==> src/rtl/interfaces_pkg.sv <==
// Handshake bundles between the sequencer, its sample source and the
// moving-average datapath result stream.
package interfaces_pkg;

  // Source-to-datapath feed: ready toward the source, enable toward the datapath.
  typedef struct packed {
    logic ready;
    logic enable;
  } feed_t;

  // Datapath result acceptance: valid result counted this cycle, last result of the job.
  typedef struct packed {
    logic valid;
    logic last;
  } result_t;

endpackage

==> src/rtl/settings_pkg.sv <==
// Shared settings for the moving-average sequencer: parameter defaults and
// the job-level state encoding.
package settings_pkg;

  localparam int unsigned DEF_DATA_WIDTH    = 16;
  localparam int unsigned DEF_WINDOW_WIDTH  = 4;
  localparam int unsigned DEF_COUNT_WIDTH   = 16;
  localparam int unsigned DEF_CONFIG_CYCLES = 2;
  localparam int unsigned DEF_DRAIN_TIMEOUT = 64;

  typedef enum logic [2:0] {
    ST_IDLE   = 3'd0,
    ST_CONFIG = 3'd1,
    ST_RUN    = 3'd2,
    ST_DRAIN  = 3'd3,
    ST_DONE   = 3'd4
  } state_t;

endpackage

==> src/rtl/moving_average_sequencer.sv <==
// Job sequencer for a moving-average datapath: configures the window, feeds a
// fixed number of samples, collects results and drains with a bounded timer.
module moving_average_sequencer
  import settings_pkg::*;
  import interfaces_pkg::*;
#(
  parameter int unsigned DATA_WIDTH    = DEF_DATA_WIDTH,
  parameter int unsigned WINDOW_WIDTH  = DEF_WINDOW_WIDTH,
  parameter int unsigned COUNT_WIDTH   = DEF_COUNT_WIDTH,
  parameter int unsigned CONFIG_CYCLES = DEF_CONFIG_CYCLES,
  parameter int unsigned DRAIN_TIMEOUT = DEF_DRAIN_TIMEOUT
) (
  input  logic                    clk,
  input  logic                    reset,
  input  logic                    start,
  input  logic [WINDOW_WIDTH-1:0] cfg_window,
  input  logic [COUNT_WIDTH-1:0]  cfg_count,
  input  logic                    abort,
  output logic                    busy,
  output logic                    done,
  output logic                    aborted,
  output logic                    timeout,
  input  logic [DATA_WIDTH-1:0]   s_data,
  input  logic                    s_valid,
  output logic                    s_ready,
  output logic [DATA_WIDTH-1:0]   ma_input_data,
  output logic                    ma_enable,
  output logic [WINDOW_WIDTH-1:0] ma_window,
  input  logic [DATA_WIDTH-1:0]   ma_output_data,
  input  logic                    ma_output_data_valid,
  output logic [DATA_WIDTH-1:0]   m_data,
  output logic                    m_valid
);

  localparam int unsigned TIMER_W = $clog2(DRAIN_TIMEOUT + 1);
  localparam int unsigned CFG_W   = (CONFIG_CYCLES > 1) ? $clog2(CONFIG_CYCLES) : 1;

  state_t                  state, state_next;
  logic [COUNT_WIDTH-1:0]  count, sent, rcvd, sent_inc, rcvd_inc;
  logic [TIMER_W-1:0]      timer, timer_inc;
  logic [CFG_W-1:0]        cfg_cnt;
  feed_t                   feed;
  result_t                 res;
  logic                    job_start, abort_take, timeout_set;

  // Next-state and handshake decode; abort overrides every transition.
  always_comb begin
    state_next  = state;
    feed        = '0;
    res         = '0;
    job_start   = 1'b0;
    timeout_set = 1'b0;
    sent_inc    = sent + COUNT_WIDTH'(1);
    rcvd_inc    = rcvd + COUNT_WIDTH'(1);
    timer_inc   = timer + TIMER_W'(1);
    abort_take  = abort && (state != ST_IDLE);

    if (state == ST_RUN) begin
      feed.ready = (sent != count) && !abort;
    end
    feed.enable = feed.ready && s_valid;

    if (((state == ST_RUN) || (state == ST_DRAIN)) && (rcvd != count)) begin
      res.valid = ma_output_data_valid;
    end
    res.last = (rcvd == count) || (res.valid && (rcvd_inc == count));

    case (state)
      ST_IDLE: begin
        if (start) begin
          job_start  = 1'b1;
          state_next = ST_CONFIG;
        end
      end
      ST_CONFIG: begin
        if (cfg_cnt == CFG_W'(CONFIG_CYCLES - 1)) begin
          state_next = (count == '0) ? ST_DONE : ST_RUN;
        end
      end
      ST_RUN: begin
        if (feed.enable && (sent_inc == count)) begin
          state_next = ST_DRAIN;
        end
      end
      ST_DRAIN: begin
        // A result landing on the timeout cycle still completes the job cleanly.
        if (res.last) begin
          state_next = ST_DONE;
        end else if (timer_inc == TIMER_W'(DRAIN_TIMEOUT)) begin
          state_next  = ST_DONE;
          timeout_set = 1'b1;
        end
      end
      ST_DONE: begin
        state_next = ST_IDLE;
      end
      default: begin
        state_next = ST_IDLE;
      end
    endcase

    if (abort_take) begin
      state_next  = ST_IDLE;
      timeout_set = 1'b0;
    end
  end

  // State, job configuration, counters and sticky/pulse flags.
  always_ff @(posedge clk) begin
    if (!reset) begin
      state     <= ST_IDLE;
      ma_window <= '0;
      count     <= '0;
      sent      <= '0;
      rcvd      <= '0;
      timer     <= '0;
      cfg_cnt   <= '0;
      timeout   <= 1'b0;
      aborted   <= 1'b0;
    end else begin
      state   <= state_next;
      aborted <= abort_take;
      if (job_start) begin
        ma_window <= cfg_window;
        count     <= cfg_count;
        sent      <= '0;
        rcvd      <= '0;
        timer     <= '0;
        cfg_cnt   <= '0;
        timeout   <= 1'b0;
      end else begin
        if (state == ST_CONFIG) begin
          cfg_cnt <= cfg_cnt + CFG_W'(1);
        end
        if (feed.enable) begin
          sent <= sent_inc;
        end
        if (res.valid && !abort_take) begin
          rcvd <= rcvd_inc;
        end
        if (state == ST_DRAIN) begin
          timer <= timer_inc;
        end
        if (timeout_set) begin
          timeout <= 1'b1;
        end
      end
    end
  end

  assign s_ready       = feed.ready;
  assign ma_enable     = feed.enable;
  assign ma_input_data = s_data;
  assign m_data        = ma_output_data;
  assign m_valid       = res.valid;
  assign busy          = (state != ST_IDLE);
  assign done          = (state == ST_DONE) && !abort;

endmodule

==> config.mk <==
export PLATFORM = sky130hd
export DESIGN_NAME = moving_average_sequencer
export DESIGN_NICKNAME = d
export VERILOG_FILES = /design/src/rtl/interfaces_pkg.sv /design/src/rtl/settings_pkg.sv /design/src/rtl/moving_average_sequencer.sv
export SDC_FILE = /design/constraint.sdc
export NUM_CORES = 1
export LEC_CHECK = 0
export ABC_AREA = 1
export CORE_MARGIN = 5
export CORE_UTILIZATION = 52
export DETAILED_ROUTE_END_ITERATION = 8
export GPL_TIMING_DRIVEN = 0
export PLACE_DENSITY = 0.9
export SLEW_MARGIN = 30
export SYNTH_ARGS = -nofsm -noshare
export SYNTH_HDL_FRONTEND = slang
export SYNTH_SLANG_ARGS = --single-unit
==> constraint.sdc <==
create_clock -name clk -period 2.3 [get_ports clk]
set_input_delay 0.23 -clock clk [delete_from_list [all_inputs] [get_ports clk]]
set_output_delay 0.23 -clock clk [all_outputs]
set_load 0.01 [all_outputs]
==> key figures <==
Outcome
  • Run status: complete, but fails checks
  • Violations in the final reports: negative setup slack

Logic synthesis
  • Share of synthesized registers carrying an async set or reset: 0%
  • Dominant combinational cell family by area after synthesis: simple AND/OR/NAND/NOR gates
  • Count of warnings emitted by yosys: 0
  • Share of synthesized area occupied by flip-flops and latches: 28.46%
  • Multiplexer area fraction after synthesis: 0%
  • Post-synthesis register bit count: 65
  • Number of instances in the synthesized netlist: 753
  • Mapped Avg Cell Area: 6.072 µm²
  • Synthesized-area fraction occupied by and/or/nand/nor cells: 38.59%
  • Count of cell types in the netlist: 37
  • Number of flops mapped to enable cells by yosys: 0
  • Most common flop cell mapped by yosys: sky130_fd_sc_hd__dfxtp_1
  • Parity-gate share of the synthesized area counting xor and xnor cells: 2.682%
  • Mapped Area: 4572 µm²
  • Compound-Gate Fraction of Synth Area: 14.50%
  • Adder and majority gate portion of the synthesized area: 0.8210%
  • Number of nets in the synthesized netlist: 814

Critical path
  • Worst path required time: 2580 ps
  • Endpoint kind of the worst setup timing path: flop
  • Depth of the most critical reg-to-reg path: 7
  • Element type at the critical path start: flop
  • Largest stage delay on the critical path: 530 ps
  • CP dominant cell by count: sky130_fd_sc_hd__inv_1
  • R2r setup slk: -60 ps
  • Maximum net fanout on the critical path: 10
  • Data arrival, critical path: 2630 ps
  • Worst flop-to-flop path startpoint: state[1]
  • R2r endpoint: rcvd[7]
  • Type of the worst setup path: reg2reg
  • Slowest cell on the critical path: sky130_fd_sc_hd__clkbuf_1
  • Cell-by-cell listing of the critical path: inv_1 > nand3_1 > nand2_1 > inv_1 > clkbuf_1 > o21ai_0 > a21oi_1

GRT
  • Global-route wire length before repair: 20.69 mm
  • Met1 usage: 29.52%
  • Maximum number of pins on one net before global-route repair: 11
  • Remaining Overflow, GRT: 0
  • Met2 GRT Util: 36.29%
  • Number of antenna violations at the first check in global routing: 0
  • Met3 routing resource usage after global routing: 6.530%
  • Peak-usage layer in the global routing report: met2
  • Total Routing Usage GR: 22.92%
  • Via count of the first global-routing pass: 4,471

Finish
  • Total number of nets in the final design: 896
  • # diodes: 0
  • Number of inserted filler cells in the final layout: 780
  • Multi-input gate area in the final layout: 2625 µm²
  • Layout cell share with drive strength beyond 1: 14.90%
  • Final core utilization: 65.79%
  • Synth-to-layout area growth: 24.27%
  • Area of all placed cells without fillers: 5682 µm²
  • Sequential cell area: 1336 µm²

Detailed routing
  • Detailed router's first-iteration violation count: 427
  • Number of vias in the routed layout: 5,113
  • Number of vias per cell after detailed routing: 5.399
  • Post-DRT Antenna Nets: 0
  • Remaining DRCs: 0
  • Final WL: 12.88 mm
  • Pre-antenna DRT Iters: 5
  • Routed wirelength normalized by instance count: 13.60 µm

Floorplanning
  • Full die area: 10,770 µm²
  • Core footprint: 8636 µm²
  • Effective utilization at floorplan: 52.94%
  • Chip Width: 103.8 µm
  • Vertical die dimension: 103.8 µm
  • I/O pins: 101
  • Site row count: 34

CTS
  • Clock latency of the later-clocked register in the worst-skew pair: 350 ps
  • TritonCTS sink count: 65
  • Clock transition at the registers of the reported paths: 70 ps
  • CTS tree: yes
  • Clock Path Buffers: 2
  • Total clock buffers created by CTS: 9
  • CTS H-tree depth: 3
  • Cell at the root of the clock tree: sky130_fd_sc_hd__clkbuf_8
  • Count of hold buffers inserted by post-cts repair: 0

Min path
  • Class of the most critical hold timing path: reg2reg
  • Worst-case hold path end point: ma_window[1]
  • Depth of the worst hold-timing path: 2
  • Launch instance of the worst min-delay path: ma_window[1]

Timing
  • Hold Worst Slack: 442.6 ps
  • Actual slew at the worst max-slew pin: 633.4 ps
  • Final count of negative-setup-slack endpoints: 13
  • Final Skew: 8.821 ps
  • Count of final hold-check violations: 0
  • Timing-limited maximum frequency: 424.4 MHz
  • Period Utilization, post-route: 102.4%
  • RSZ-0062 raised after global routing: true
  • Post-route minimum period: 2356 ps
  • TNS Setup: -322.4 ps
  • Max Transition Viols Final: 0
  • Slew headroom: 57.77%
  • Smallest setup slack after layout: -56.23 ps

Placement
  • Last weighted congestion value of the routability-driven placer: 0.9634
  • Post-placement cell area: 5388 µm²
  • Count of port buffers added during placement: 68
  • Post-DP HPWL: 9.746 mm

Pwr
  • Power per unit of standard cell area: 751.4 nW/µm²
  • Maximum resistive drop on vdd: 536.1 µV
  • Leakage power: 2.494 nW
  • Pwr Total: 0.004269 W

Run
  • Number of maximum-capacitance constraint violations: 0
==> layout make-up <==
| type | instances | area share (%) |
|---|---|---|
| Tap cell | 108 | 2.378 |
| Clock inverter | 3 | 0.7047 |
| Buffer | 47 | 5.527 |
| Multi-Input combinational cell | 542 | 46.20 |
| Sequential cell | 65 | 23.52 |
| Inverter | 99 | 6.540 |
| Timing Repair Buffer | 71 | 12.40 |
| Clock buffer | 12 | 2.731 |
==> critical path, delay by kind of cell, from the launching register on <==
kind | cells | cell delay [ps]
buffers and inverters | 3 | 940
AOI/OAI and AO/OA | 2 | 350
and+or+nand+nor | 2 | 590
DFF | 1 | 400
==> worst max-delay path by stage <==
| stage | start | end | cells past startpoint |
|---|---|---|---|
| 2_1_floorplan | rcvd[0] | state[1] | 14 |
| 3_3_place_gp | start | rcvd[1] | 7 |
| 3_5_place_dp | start | rcvd[7] | 7 |
| 4_1_cts | sent[4] | ma_enable | 12 |
| 5_1_grt | state[1] | sent[11] | 7 |
| 6_report | state[1] | rcvd[7] | 7 |
==> layer usage <==
metal  share of wire [%]  vias to the layer above
met5                   0                        -
met1                  41                     2224
met4                 2.8                        0
li1                    -                     2547
met2                  45                      303
met3                  11                       39
==> cell usage in the layout (no fill, tap or decap), drive strengths merged, types with 14 or more instances in the layout <==
cell type	count
a21oi	56
buf	42
clkbuf	20
clkdlybuf4s50	66
dfxtp	65
inv	99
nand2	232
nand3	53
nor2	83
nor3	14
o21ai	54
==> cell families (layout without fill, tap and decap cells) <==
| kind of cell | after synthesis | after routing |
|---|---|---|
| fa+ha+maj | 3 | 3 |
| xor+xnor | 14 | 14 |
| buf+inv | 146 | 232 |
| compound gates | 125 | 125 |
| flops | 65 | 65 |
| simple gates | 400 | 400 |
==> flip-flops by register name, indices dropped and copies added (netlist names) <==
| register | flops |
|---|---|
| count | 16 |
| timeout | 1 |
| cfg_cnt | 1 |
| timer | 7 |
| sent | 16 |
| state | 3 |
| rcvd | 16 |
| aborted | 1 |
| ma_window | 4 |
==> per-stage QoR <==
stage / instances / setup slack [ps]
global route: 947 / -250.2
global placement: 929 / -69.74
CTS: 945 / 2.774
finish: 947 / -56.23
floorplan: 753 / 462.9
detailed placement: 929 / -75.50
==> Yosys cell counts, types with 9 or more instances <==
cell type                  number  share of area (%)
sky130_fd_sc_hd__nand3_1       50                5.5
sky130_fd_sc_hd__dfxtp_1       65                 28
sky130_fd_sc_hd__nand4_1       11                1.5
sky130_fd_sc_hd__xor2_1         9                1.7
sky130_fd_sc_hd__nor3_1        10                1.1
sky130_fd_sc_hd__buf_4         35                5.7
sky130_fd_sc_hd__a21oi_1       55                6.0
sky130_fd_sc_hd__clkbuf_1       9               0.74
sky130_fd_sc_hd__o21ai_0       51                5.6
sky130_fd_sc_hd__nand2_1      223                 18
sky130_fd_sc_hd__nor2_1        72                5.9
sky130_fd_sc_hd__inv_2         10               0.82
sky130_fd_sc_hd__inv_1         89                7.3
==> where the power goes <==
| group | total, W | internal [W] | leakage [nW] | switching (W) |
|---|---|---|---|---|
| clock | 0.00100 | 0.000551 | 0.102 | 0.000449 |
| combinational | 0.00177 | 0.000693 | 1.85 | 0.00108 |
| sequential | 0.00150 | 0.00130 | 0.539 | 0.000192 |
| total | 0.00427 | 0.00255 | 2.49 | 0.00172 |
==> timing repair <==
| item | in CTS | in global routing |
|---|---|---|
| gates cloned | 0 | 0 |
| endpoints found under the setup margin | 3 | 26 |
| pin swaps | 2 | 3 |
| resized for setup | 25 | 15 |
| setup buffers | 1 | 2 |
(Power assumes the default switching activity.)
